### config.mk
export PLATFORM = sky130hd
export DESIGN_NAME = shift_add_multiplier_flat
export DESIGN_NICKNAME = d
export VERILOG_FILES = /design/src/rtl/shift_add_multiplier_if.sv /design/src/rtl/shift_add_multiplier.sv /design/src/flat_wrapper.sv
export SDC_FILE = /design/constraint.sdc
export NUM_CORES = 1
export LEC_CHECK = 0
export BUFFER_PORTS_ARGS = -buffer_cell sky130_fd_sc_hd__buf_2
export CAP_MARGIN = 40
export CORE_AREA = 2 2 50 52
export DETAILED_ROUTE_END_ITERATION = 16
export DIE_AREA = 0 0 52 54
export PLACE_DENSITY = 0.82
export REMOVE_ABC_BUFFERS = 1
export SLEW_MARGIN = 10
export SYNTH_ARGS = -nofsm -noshare
export SYNTH_HDL_FRONTEND = slang
export SYNTH_HIERARCHICAL = 1
export SYNTH_SLANG_ARGS = --single-unit
### constraint.sdc
create_clock -name clk -period 4 [get_ports clk]
set_input_delay 0.2 -clock clk [delete_from_list [all_inputs] [get_ports clk]]
set_output_delay 0.2 -clock clk [all_outputs]
set_load 0.01 [all_outputs]
### src/rtl/shift_add_multiplier_if.sv
// Operand/result bus of the shift-and-add multiplier.
// The master issues start with operands; the slave reports ready, done and product.
interface shift_add_multiplier_if #(
   parameter int unsigned WIDTH = 4
);
   logic                   start;
   logic [WIDTH-1:0]       a;
   logic [WIDTH-1:0]       b;
   logic                   ready;
   logic                   done;
   logic [2*WIDTH-1:0]     product;

   modport master (
      output start,
      output a,
      output b,
      input  ready,
      input  done,
      input  product
   );

   modport slave (
      input  start,
      input  a,
      input  b,
      output ready,
      output done,
      output product
   );
endinterface

### src/rtl/shift_add_multiplier.sv
// Sequential unsigned 4x4 shift-and-add multiplier built around one 4-bit
// ripple adder; one add-and-shift step per RUN cycle, 8-bit product.

module four_bit_adder (
   input  logic [3:0] x_i,
   input  logic [3:0] y_i,
   input  logic       carry_in_i,
   output logic [3:0] sum_o,
   output logic       carry_out_o
);
   // Ripple-carry chain of full adders
   always_comb begin
      logic carry;
      carry = carry_in_i;
      sum_o = 4'd0;
      for (int i = 0; i < 4; i++) begin
         sum_o[i] = x_i[i] ^ y_i[i] ^ carry;
         carry    = (x_i[i] & y_i[i]) | (carry & (x_i[i] ^ y_i[i]));
      end
      carry_out_o = carry;
   end
endmodule

module shift_add_multiplier #(
   parameter int unsigned WIDTH = 4
) (
   input  logic                  clk,
   input  logic                  rst_n,
   shift_add_multiplier_if.slave bus
);
   localparam int unsigned CNT_W     = 3;
   localparam int unsigned PROD_W    = 2 * WIDTH;
   localparam logic [CNT_W-1:0] LAST_ITER = CNT_W'(WIDTH - 1);

   typedef enum logic [1:0] {
      S_IDLE = 2'd0,
      S_RUN  = 2'd1,
      S_DONE = 2'd2
   } state_e;

   state_e              state_q,   state_d;
   logic [WIDTH-1:0]    m_q,       m_d;
   logic [WIDTH-1:0]    acc_q,     acc_d;
   logic [WIDTH-1:0]    q_q,       q_d;
   logic [CNT_W-1:0]    count_q,   count_d;
   logic                ready_q,   ready_d;
   logic                done_q,    done_d;
   logic [PROD_W-1:0]   product_q, product_d;

   logic [WIDTH-1:0]    addend;
   logic [WIDTH-1:0]    sum;
   logic                carry_out;

   assign addend = q_q[0] ? m_q : '0;

   four_bit_adder u_adder (
      .x_i         (acc_q),
      .y_i         (addend),
      .carry_in_i  (1'b0),
      .sum_o       (sum),
      .carry_out_o (carry_out)
   );

   // State and datapath registers
   always_ff @(posedge clk) begin
      if (!rst_n) begin
         state_q   <= S_IDLE;
         m_q       <= '0;
         acc_q     <= '0;
         q_q       <= '0;
         count_q   <= '0;
         ready_q   <= 1'b1;
         done_q    <= 1'b0;
         product_q <= '0;
      end else begin
         state_q   <= state_d;
         m_q       <= m_d;
         acc_q     <= acc_d;
         q_q       <= q_d;
         count_q   <= count_d;
         ready_q   <= ready_d;
         done_q    <= done_d;
         product_q <= product_d;
      end
   end

   // Next-state, datapath and registered-output decode
   always_comb begin
      state_d   = state_q;
      m_d       = m_q;
      acc_d     = acc_q;
      q_d       = q_q;
      count_d   = count_q;
      product_d = product_q;
      ready_d   = 1'b0;
      done_d    = 1'b0;

      case (state_q)
         S_IDLE: begin
            if (bus.start) begin
               m_d     = bus.a;
               q_d     = bus.b;
               acc_d   = '0;
               count_d = '0;
               state_d = S_RUN;
            end
         end
         S_RUN: begin
            // Carry-out shifts into the ACC msb, so the top carry bit is never lost
            acc_d   = {carry_out, sum[WIDTH-1:1]};
            q_d     = {sum[0], q_q[WIDTH-1:1]};
            count_d = count_q + CNT_W'(1);
            if (count_q == LAST_ITER) begin
               state_d   = S_DONE;
               product_d = {acc_d, q_d};
            end
         end
         S_DONE: begin
            state_d = S_IDLE;
         end
         default: begin
            state_d = S_IDLE;
         end
      endcase

      ready_d = (state_d == S_IDLE);
      done_d  = (state_d == S_DONE);
   end

   assign bus.ready   = ready_q;
   assign bus.done    = done_q;
   assign bus.product = product_q;
endmodule

### src/flat_wrapper.sv
// flat-port wrapper written by rule: the top's interface ports become plain ports
module shift_add_multiplier_flat 
#(
   parameter int unsigned WIDTH = 4
)
  (clk, rst_n, bus_start, bus_a, bus_b, bus_ready, bus_done, bus_product);
  shift_add_multiplier_if #(.WIDTH(WIDTH)) bus_i ();
  input  logic clk;
  input  logic rst_n;
  input wire logic [$bits(bus_i.start)-1:0] bus_start;
  input wire logic [$bits(bus_i.a)-1:0] bus_a;
  input wire logic [$bits(bus_i.b)-1:0] bus_b;
  output wire logic [$bits(bus_i.ready)-1:0] bus_ready;
  output wire logic [$bits(bus_i.done)-1:0] bus_done;
  output wire logic [$bits(bus_i.product)-1:0] bus_product;
  assign bus_i.start = bus_start;
  assign bus_i.a = bus_a;
  assign bus_i.b = bus_b;
  assign bus_ready = bus_i.ready;
  assign bus_done = bus_i.done;
  assign bus_product = bus_i.product;
  shift_add_multiplier #(.WIDTH(WIDTH)) u_core (.clk(clk), .rst_n(rst_n), .bus(bus_i));
endmodule
After elaboration in Yosys (flattened, before gate mapping). Cells that the tools add are included.

Add/sub/neg operators: 1. Bitwise operators: 17. Multiplexer cells: 10. Reductions and logical operators: 6. Eq/ne operators: 4.

Operators by type and width (count): $pmux 4 s2 (2); $mux 4 (3); $and 1x1->1 (7); $xor 1x1->1 (7); $pmux 3 s2 (1); $reduce_and 2->1 (3); $logic_not 2->1 (2); $mux 2 (2); $pmux 2 s2 (1); $add 3x1->3 const B (1); $eq 3x2->1 const B (1); $mux 3 (1); $or 1x1->1 (3); $eq 2x1->1 const B (1); $eq 2x2->1 const B (1); $ne 2x2->1 const B (1); $reduce_bool 2->1 (1).

Word-level logic and storage cells: 46. Input bits: 11. Output and inout port bits: 10. Flip-flop bits (word level): 27.

Depth between registers and ports, before layout. Gate-level depths: netlist of run 1.

Depth after elaboration: 9. Depth in mapped cells: 11. Depth with buffers taken out: 11.

Cells and area by module. Netlist of run 1, hierarchy kept.

By module, submodules not included: shift_add_multiplier (cells each 116, area each 1111.1 um^2, sequential area each 540.5 um^2, times used 1); four_bit_adder (cells each 14, area each 117.6 um^2, sequential area each 0.0 um^2, times used 1).

Worst setup path after synthesis of run 1. Ideal clock, no wire load.

Kind: reg2reg. Start point: register u_core.q_q[0]. End point: register u_core.acc_q[2]. Library setup time: 75 ps. Slack: 1797 ps. Clock period less this slack: 2203 ps. Data required time: 3925 ps. Buffers on the path: 0. Data arrival time: 2128 ps. Cell stages (with the launch flop): 12. Cell sequence: dfxtp_1 -> and2_1 -> fa_1 -> inv_1 -> fa_1 -> inv_1 -> fa_1 -> inv_1 -> fa_1 -> inv_1 -> nand2_1 -> o22ai_1.

Longest elaborated chain between the ends: 8. Elaborated cells between the ends (all ways): 13. Those cells by class: 2 x mux; 11 x bitwise.

RTL lines: from (decl) (line shift_add_multiplier.sv:44) `logic [WIDTH-1:0] q_q, q_d;`; from (signal assigned) (line shift_add_multiplier.sv:79) `q_q <= q_d;`; $mux 4 (line shift_add_multiplier.sv:54) `assign addend = q_q[0] ? m_q : '0;`; net u_core.addend[0] (line shift_add_multiplier.sv:50) `logic [WIDTH-1:0] addend;`; $and 1x1->1 (2 in series) (line shift_add_multiplier.sv:18) `carry = (x_i[i] & y_i[i]) | (carry & (x_i[i] ^ y_i[i]));`; $or 1x1->1 (line shift_add_multiplier.sv:18); $and 1x1->1 (line shift_add_multiplier.sv:18); $or 1x1->1 (line shift_add_multiplier.sv:18); $xor 1x1->1 (line shift_add_multiplier.sv:17) `sum_o[i] = x_i[i] ^ y_i[i] ^ carry;`; net u_core.sum[3] (line shift_add_multiplier.sv:51) `logic [WIDTH-1:0] sum;`; $pmux 4 s2 (line shift_add_multiplier.sv:98) `case (state_q)`; to (signal assigned) (line shift_add_multiplier.sv:69) `acc_q <= '0;`; to (signal assigned) (line shift_add_multiplier.sv:78) `acc_q <= acc_d;`; to (decl) (line shift_add_multiplier.sv:43) `logic [WIDTH-1:0] acc_q, acc_d;`.

The timed path passes the listed nets, and every way through them passes these cells. A chain may end at the register's enable or synchronous reset.

Final worst setup path of run 1. Ends and elaborated chain as after synthesis.

==> results of run 1 <==
-- metal layers --
| metal | global-route usage (%) | up-vias |
|---|---|---|
| met5 | 0 | - |
| met4 | 5.70 | 0 |
| met3 | 2.78 | 0 |
| met2 | 27.4 | 13 |
| met1 | 17.4 | 417 |
| li1 | - | 469 |
-- flip-flops by register name, summed over array words and instances (netlist names) --
signal              flops
u_core/bus.product      8
u_core/acc_q            4
u_core/m_q              4
u_core/q_q              4
u_core/count_q          3
u_core/state_q          2
u_core/bus.done         1
u_core/bus.ready        1
-- final cells by class --
| type | instances | area (µm²) |
|---|---|---|
| inverter | 12 | 45.0 |
| tap | 30 | 37.5 |
| fill | 201 | 983 |
| clock buffer | 3 | 22.5 |
| timing repair buffer | 20 | 100 |
| clock inverter | 1 | 5.00 |
| multi-input combinational | 83 | 586 |
| sequential | 27 | 541 |
-- where the power goes --
group | total (W) | switching [W] | internal (W)
Sequential | 0.000287 | 0.00000833 | 0.000279
Combinational | 0.0000452 | 0.0000253 | 0.0000199
Clock | 0.000116 | 0.0000790 | 0.0000374
Total | 0.000449 | 0.000113 | 0.000336
-- cell usage in the layout (no fill, tap or decap) --
cell type and n:
fa_1 4, nor2_1 3, o21ai_1 13, a211oi_2 3, nand3b_4 1, nand2b_4 1
o22ai_1 5, nor3b_4 1, nor4b_1 3, o32ai_1 1, nor3b_1 3, clkbuf_4 3
conb_1 1, a21oi_1 1, nand2_4 1, mux2_2 1, clkinv_2 1, inv_1 12
o21ba_4 1, mux2i_1 1, nand3_1 12, nor3_1 1, dfxtp_1 27, and2_1 4
buf_2 20, nand2_1 19, ha_1 2, nor2_2 1
-- critical path: stages (launching register included) --
cell and delay, ps:
dfxtp_1 370, and2_1 180, fa_1 390, inv_1 70, fa_1 150, inv_1 40, fa_1 360, inv_1 80
fa_1 400, inv_1 60, nand2_1 60, o22ai_1 160
-- worst max-delay path by stage --
| stage | endpoint | slack [ps] | cells after the start |
|---|---|---|---|
| finish | u_core/acc_q[2] | 1620 | 11 |
| global route | u_core/acc_q[2] | 1500 | 11 |
| CTS | u_core/acc_q[2] | 1640 | 11 |
| detailed placement | u_core/acc_q[2] | 1670 | 11 |
| global placement | u_core/acc_q[2] | 1740 | 11 |
| floorplan | u_core/acc_q[2] | 1800 | 11 |
-- through the flow --
stage,setup slack [ps],cell area [µm²],utilization (%)
6_report,1620,1340,57.6
4_1_cts,1640,1340,57.6
3_5_place_dp,1670,1310,56.4
5_1_grt,1500,1340,57.6
2_1_floorplan,1800,1170,-
3_3_place_gp,1740,1310,56.4
-- synth_stat cells, drive strengths merged --
cell type  count  share of area (%)
conb           1               0.31
nor3           1               0.41
o21ai         13                5.3
fa             4                6.5
o21ba          1                1.3
and2           4                2.0
a211oi         3                3.1
a21oi          1               0.41
ha             2                2.0
mux2           1               0.92
nand3         12                4.9
mux2i          1               0.81
nor4b          3                2.1
nor2           4                1.4
nand2         20                6.7
buf            8                4.7
o22ai          5                2.5
nand2b         1                1.1
dfxtp         27                 44
nand3b         1                1.6
nor3b          4                3.4
inv           12                3.7
o32ai          1               0.71
-- cell families after synthesis --
logic type	count (synthesis)	share of synthesized area [%]
AO/OA/AOI/OAI	24	13.3
adder cells (fa/ha/maj)	6	8.55
buffers and inverters	20	8.35
flip-flops	27	44.0
multiplexers	2	1.73
other	1	0.305
AND/OR/NAND/NOR	50	23.7
==> summary.md, run 1 <==
| Metric | Value |
|---|---|
| Setup_tns | `0 ps` |
| Worst skew pair latency | `330 ps` |
| R2R Path Start | `u_core/q_q[0]` |
| Final std cells w/o fill | `~180` |
| First drt pass iteration count | `4` |
| Pleak | `around 0.57 nW` |
| Endpoints failing hold | `0` |
| Status | `finished, final reports clean` |
| Total Nets Final | `between 150 and 200` |
| Setup violators final | `0` |
| Initial DRC Count | `19` |
| WL/cell | `11.5 µm` |
| CP endpoint kind | `flop` |
| Worst hold path class | `in2reg` |
| DP Cell Count | `~170` |
| CTS tree | `done` |
| Fmax | `0.419 GHz` |
| WHS | `between 90 and 100 ps` |
| H-tree depth | `1` |
| Total congestion overflow | `0` |
| Setup Buffers After CTS | `0` |
| Vias in the first global route | `762` |
| RePlAce Congestion | `0.755` |
| Routed length on met1 | `roughly 930 µm` |
| CTS clk-pin slew, worst paths | `150 ps` |
| HPWL after detailed placement | `around 1400 µm` |
| Worst setup path start | `u_core/q_q[0]` |
| ANT cells | `0` |
| Critical path peak fanout | `5` |
| R2R Path End | `u_core/acc_q[2]` |
| Initial antenna violation count | `0` |
| Worst VDD drop | `0.182 mV` |
| Routed wl met2 | `1040 µm` |
| CP startpoint kind | `flop` |
| Die Area | `between 0.002 and 0.003 mm²` |
| Port Buffers | `20` |
| DRC viols | `0` |
| Synthesis-stage register bit count | `27` |
| Die height | `54 µm` |
| RSZ-0062 raised after global routing | `no` |
| Syn avg cell area | `9.45 µm²` |
| Yosys warns | `6` |
| Max Cap Viol | `0` |
| Core ar. | `approximately 0.0023 mm²` |
| Sequential fraction of the synthesis area | `a little over two fifths` |
| Worst R2R Setup Slack | `1620 ps` |
| Layout Skew | `between 15 and 20 ps` |
| Met3 routed WL | `58 µm` |
| Max-slew violations | `0` |
| Total track usage | `15.0%` |
| Largest net degree at the start of global routing | `35` |
| PwrDens | `336 mW/mm²` |
| Unique cell type count in the Yosys netlist | `28` |
| CTS root buf | `clkbuf_4` |
| Worst Path Required | `4270 ps` |
| First-pass GRT wire length | `between 3000 and 4000 µm` |
| Maximum buffer depth of the clock tree | `2` |
| Hold-critical path depth | `3` |
| CTS Hold Buffers Added | `0` |
| Via count | `899` |
| Row cnt | `18` |
| Die W | `52 µm` |
| Area Overhead vs Synth | `8.76%` |
| CP Class | `reg2reg` |
| Cells resized by post-CTS repair | `0` |
| Worst-margin pin slew | `576 ps` |
| Layout cells sized above 1 | `a little under a quarter` |
| Total power draw | `0.000449 W` |
| Post-DR vias/cell | `5.11` |
| Hold Path Sink | `u_core/m_q[0]` |
| Clock sinks | `27` |
| Cells after Synth | `130` |
| Rel. slew slack | `about three fifths` |
| Final Critical Period | `2380 ps` |
| Antenna viol nets, final | `0` |
| DRT Wirelength | `2030 µm` |
| I/O pins | `21` |
| R2R cell count | `11` |
| CP arrival | `2650 ps` |
| Hold Startpoint | `bus_a[0]` |
| Uppermost routed layer | `met3` |
| Period utilization | `59.6%` |
| Initial Util | `53.0%` |
| Mapped Area | `roughly 0.0012 mm²` |
| CTS buffer count | `3` |
(Power assumes the default switching activity.)
==> run 2: changes to the inputs <==
CORE_AREA = 2 2 54 56   (was 2 2 50 52)
DIE_AREA = 0 0 56 58   (was 0 0 52 54)
PLACE_DENSITY = 0.74   (was 0.82)
clock period = 2 ns   (was 4 ns; I/O delays follow)
==> summary.md, run 2 (synthesis gave the netlist of run 1 again) <==
| Metric | Value |
|---|---|
| Endpoints failing hold | `0 (unchanged)` |
| Finished Core Util | `52.0% (-5.6 points)` |
| Worst VDD drop | `0.408 mV (+120%)` |
| Max Cap Viol | `0 (unchanged)` |
| ANT cells | `0 (unchanged)` |
| CP endpoint kind | `flop` |
| Period utilization | `111% (+51 points)` |
| Total Nets Final | `168 (+2.4%)` |
| Commonest non-fill, non-tap cells in the layout | `dfxtp_1 (25), buf_2 (20), nand2_1 (19)` |
| Maximum buffer depth of the clock tree | `2 (unchanged)` |
| Post-route setup slack | `-221 ps (-1840 ps)` |
| Dpl ws | `-315 ps (-1980 ps)` |
| Die height | `58 µm (+7.4%)` |
| Largest net degree at the start of global routing | `23 (-34%)` |
| Initial DRC Count | `26 (+7)` |
| Max reg flops | `8 (unchanged)` |
| H-tree depth | `1 (unchanged)` |
| Total track usage | `15.1% (+0.066 points)` |
| Final std cells w/o fill | `181 (+2.8%)` |
| DP Cell Count | `175 (+1.7%)` |
| Final Critical Period | `2220 ps (-163 ps)` |
| Layout cells sized above 1 | `29.3% (+6.0 points)` |
| DRC viols | `0 (unchanged)` |
| Post-DR vias/cell | `5.22 (+2.1%)` |
| Setup violators final | `3 (+3)` |
| WL/cell | `12.3 µm (+7.0%)` |
| Max-slew violations | `0 (unchanged)` |
| Initial Util | `46.1% (-6.8 points)` |
| Vias in the first global route | `934 (+23%)` |
| Setup Buffers After CTS | `0 (unchanged)` |
| Port Buffers | `20 (unchanged)` |
| Die Area | `0.00325 mm² (+16%)` |
| Area Overhead vs Synth | `12.6%` |
| Total congestion overflow | `0 (unchanged)` |
| Worst hold path class | `in2reg` |
| Row cnt | `19 (+1)` |
| Most common cell after layout, fill and taps aside | `dfxtp_1` |
| RSZ-0062 raised after global routing | `yes` |
| Violated checks | `negative setup slack` |
| Die W | `56 µm (+7.7%)` |
| Fmax | `0.450 GHz (+7.3%)` |
| First drt pass iteration count | `4 (unchanged)` |
| Initial antenna violation count | `0 (unchanged)` |
| Status | `complete, but fails checks` |
| Pleak | `0.578 nW (+2.3%)` |
| Rel. slew slack | `61.4% (-0.17 points)` |
| RePlAce Congestion | `0.812 (+7.4%)` |
| CP Class | `reg2reg` |
| Critical path peak fanout | `2 (-3)` |
| CTS buffer count | `3 (unchanged)` |
| CP arrival | `2480 ps (-170 ps)` |
| Layout Skew | `2.62 ps (-12.5 ps)` |
| CTS tree | `done` |
| CTS root buf | `clkbuf_4` |
| PwrDens | `657 mW/mm² (+96%)` |
| CP startpoint kind | `flop` |
| Antenna viol nets, final | `0 (unchanged)` |
| Clock sinks | `27 (unchanged)` |
| Worst Path Required | `2260 ps (-2010 ps)` |
| Worst-margin pin slew | `578 ps (+1.81 ps)` |
| CTS clk-pin slew, worst paths | `140 ps (about the same)` |
| First-pass GRT wire length | `3890 µm (+25%)` |
| DRT Wirelength | `2230 µm (+10%)` |
| Core ar. | `0.00266 mm² (+15%)` |
| Worst skew pair latency | `320 ps (about the same)` |
| FILL cells | `267 (+33%)` |
| HPWL after detailed placement | `1640 µm (+15%)` |
| I/O pins | `21 (unchanged)` |
| Via count | `944 (+5.0%)` |
-- run 2: final cells by class --
| type | instances | area, µm² | area share (%) |
|---|---|---|---|
| inverters | 12 | 45.0 | 3.25 |
| multi-input cells | 83 | 596 | 43.0 |
| repair buffers | 24 | 135 | 9.76 |
| flip-flops and latches | 27 | 543 | 39.2 |
| clock buffers | 4 | 26.3 | 1.90 |
| well taps | 31 | 38.8 | 2.80 |
-- run 2: what timing repair did --
action	4_1_cts	5_1_grt
gates resized for setup	9	0
hold endpoints to repair	2	0
setup endpoints to repair	4	4
hold buffers	2	0
pin swaps	3	2
-- run 2: final timing paths --
check,startpoint,to,slack [ps],cells after the start
max,u_core/q_q[0],u_core/acc_q[2],-220,11
min,bus_a[0],u_core/m_q[0],10,3
max reg2reg,u_core/q_q[0],u_core/acc_q[2],-220,11
min reg2reg,u_core/m_q[2],u_core/m_q[2],460,2
-- run 2: worst max-delay path: stages, from the launching register on --
cell	delay, ps
dfxtp_2	350
and2_4	150
fa_2	330
inv_2	70
fa_2	190
inv_2	40
fa_2	320
inv_2	60
fa_1	410
inv_1	60
nand2_1	60
o22ai_1	140
-- run 2: stage by stage --
stage / TNS (ps) / hold WS, ps / cell area, µm² / power [W]
2_1_floorplan: -367 / 186 / 1170 / 0.000641
3_3_place_gp: -402 / 321 / 1330 / 0.000677
3_5_place_dp: -692 / 337 / 1330 / 0.000682
4_1_cts: -490 / 3.04 / 1380 / 0.000919
5_1_grt: -839 / 5.99 / 1380 / 0.000957
6_report: -451 / 10.8 / 1380 / 0.000909
-- run 2: power breakdown --
group / internal (W) / switching, W / total (W)
registers: 0.000558 / 0.0000160 / 0.000574
logic: 0.0000468 / 0.0000540 / 0.000101
clock network: 0.0000780 / 0.000156 / 0.000234
-- run 2: per-layer routing --
metal | vias to the layer above | global-route usage (%) | wire (µm)
met2 | 10 | 28.2 | 1170
met3 | 4 | 2.23 | 52
li1 | 476 | - | -
met5 | - | 0 | 0
met4 | 0 | 6.46 | 33
met1 | 454 | 17.1 | 976
==> run 3: changes to the inputs <==
RECOVER_POWER = 100   (was not set)
==> summary.md, run 3 (synthesis gave the netlist of run 1 again) <==
| Metric | Value |
|---|---|
| Status | `complete, but fails checks` |
| Violated checks | `negative setup slack` |
| Max-slew violations | `0 (unchanged)` |
| Most common cell after layout, fill and taps aside | `dfxtp_1` |
| Core ar. | `0.00266 mm² (unchanged)` |
| Initial antenna violation count | `0 (unchanged)` |
| Pleak | `0.536 nW (-7.3%)` |
| Routed wl met2 | `1170 µm (+0.17%)` |
| Die Area | `0.00325 mm² (unchanged)` |
| R2R Path Start | `u_core/q_q[0]` |
| Worst skew pair latency | `320 ps (about the same)` |
| DRT Wirelength | `2250 µm (+0.94%)` |
| Dpl ws | `-315 ps (unchanged)` |
| Met3 routed WL | `56 µm (+7.7%)` |
| WHS | `7.42 ps (-3.40 ps)` |
| CTS clk-pin slew, worst paths | `140 ps (about the same)` |
| CTS root buf | `clkbuf_4` |
| Fmax | `0.449 GHz (-0.34%)` |
| CP Class | `reg2reg` |
| Worst VDD drop | `0.411 mV (+0.65%)` |
| CP endpoint kind | `flop` |
| PwrDens | `667 mW/mm² (+1.6%)` |
| Routed length on met1 | `991 µm (+1.5%)` |
| Rel. slew slack | `61.8% (+0.41 points)` |
| CTS buffer count | `3 (unchanged)` |
| Area Overhead vs Synth | `10.6%` |
| Final Critical Period | `2230 ps (+7.56 ps)` |
| Total Nets Final | `168 (unchanged)` |
| H-tree depth | `1 (unchanged)` |
| Clock sinks | `27 (unchanged)` |
| Hold Startpoint | `bus_a[0]` |
| WL/cell | `12.4 µm (+0.94%)` |
| Worst-margin pin slew | `572 ps (-6.13 ps)` |
| Row cnt | `19 (unchanged)` |
| Post-DR vias/cell | `5.31 (+1.8%)` |
| RePlAce Congestion | `0.812 (unchanged)` |
| Max reg flops | `8 (unchanged)` |
| Largest net degree at the start of global routing | `23 (unchanged)` |
| Vias in the first global route | `934 (unchanged)` |
| Finished Core Util | `51.0% (-0.94 points)` |
| Uppermost routed layer | `met4` |
| Worst setup path start | `u_core/q_q[0]` |
| Max Cap Viol | `0 (unchanged)` |
| ANT cells | `0 (unchanged)` |
| RSZ-0062 raised after global routing | `yes` |
| Worst hold path class | `in2reg` |
| Endpoints failing hold | `0 (unchanged)` |
| CP arrival | `2490 ps (about the same)` |
| CTS tree | `done` |
| DRC viols | `0 (unchanged)` |
| First drt pass iteration count | `4 (unchanged)` |
| Setup violators final | `3 (unchanged)` |
| Total track usage | `15.1% (unchanged)` |
| Initial DRC Count | `25 (-3.8%)` |
| Port Buffers | `20 (unchanged)` |
| Post-route setup slack | `-228 ps (-7.56 ps)` |
| Layout Skew | `6.15 ps (+3.53 ps)` |
| Maximum buffer depth of the clock tree | `2 (unchanged)` |
| CP startpoint kind | `flop` |
| Die height | `58 µm (unchanged)` |
| Total congestion overflow | `0 (unchanged)` |
| Period utilization | `111% (+0.38 points)` |
| Via count | `961 (+1.8%)` |
| Total power draw | `0.000906 W (-0.23%)` |
| First-pass GRT wire length | `3890 µm (unchanged)` |
| Commonest non-fill, non-tap cells in the layout | `dfxtp_1 (25), nand2_1 (19), nand3_1 (12)` |
| Setup_tns | `-473 ps (-22.2 ps)` |
| Layout cells sized above 1 | `20.7% (-8.7 points)` |
| Die W | `56 µm (unchanged)` |
| HPWL after detailed placement | `1640 µm (unchanged)` |
| Initial Util | `46.1% (unchanged)` |
| Setup Buffers After CTS | `0 (unchanged)` |
| I/O pins | `21 (unchanged)` |
| Worst Path Required | `2260 ps (about the same)` |
| Antenna viol nets, final | `0 (unchanged)` |
| Critical path peak fanout | `2 (unchanged)` |
[run 3: what timing repair did]
action | 4_1_cts | 5_1_grt
hold buffers | 2 | 0
setup endpoints to repair | 4 | 4
pin swaps | 3 | 2
hold endpoints to repair | 2 | 0
resized for setup | 9 | 0
[run 3: per-layer routing]
metal / GRT usage (%) / vias to the layer above
li1: - / 475
met1: 17.1 / 470
met2: 28.2 / 12
met3: 2.23 / 4
met4: 6.46 / 0
met5: 0 / -
[run 3: critical path, cell delays in order (launching register included)]
cell and delay (ps):
dfxtp_2 350, and2_4 150, fa_2 330, inv_2 70, fa_2 190, inv_2 40
fa_2 320, inv_2 60, fa_1 410, inv_1 60, nand2_1 60, o22ai_1 140
[run 3: path summary, 6_finish.rpt]
kind	end	slack (ps)	cells past startpoint
max reg2reg	u_core/acc_q[2]	-230	11
min	u_core/m_q[0]	7	3
min reg2reg	u_core/m_q[3]	470	2
max	u_core/acc_q[2]	-230	11
[run 3: metrics by stage]
stage / instances / cell area (µm²)
2_1_floorplan: 122 / 1170
3_3_place_gp: 175 / 1330
3_5_place_dp: 175 / 1330
4_1_cts: 181 / 1380
5_1_grt: 181 / 1360
6_report: 181 / 1360
[run 3: power breakdown]
part / leakage [nW] / switching, W / internal, W
registers: 0.221 / 0.0000158 / 0.000558
logic: 0.300 / 0.0000513 / 0.0000442
clock network: 0.0150 / 0.000159 / 0.0000781
[run 3: layout make-up]
type / count / area, µm²
Inverter: 12 / 45.0
Timing Repair Buffer: 24 / 123
Sequential cell: 27 / 543
Tap cell: 31 / 38.8
Clock buffer: 4 / 26.3
Fill cell: 275 / 1300
Multi-Input combinational cell: 83 / 583
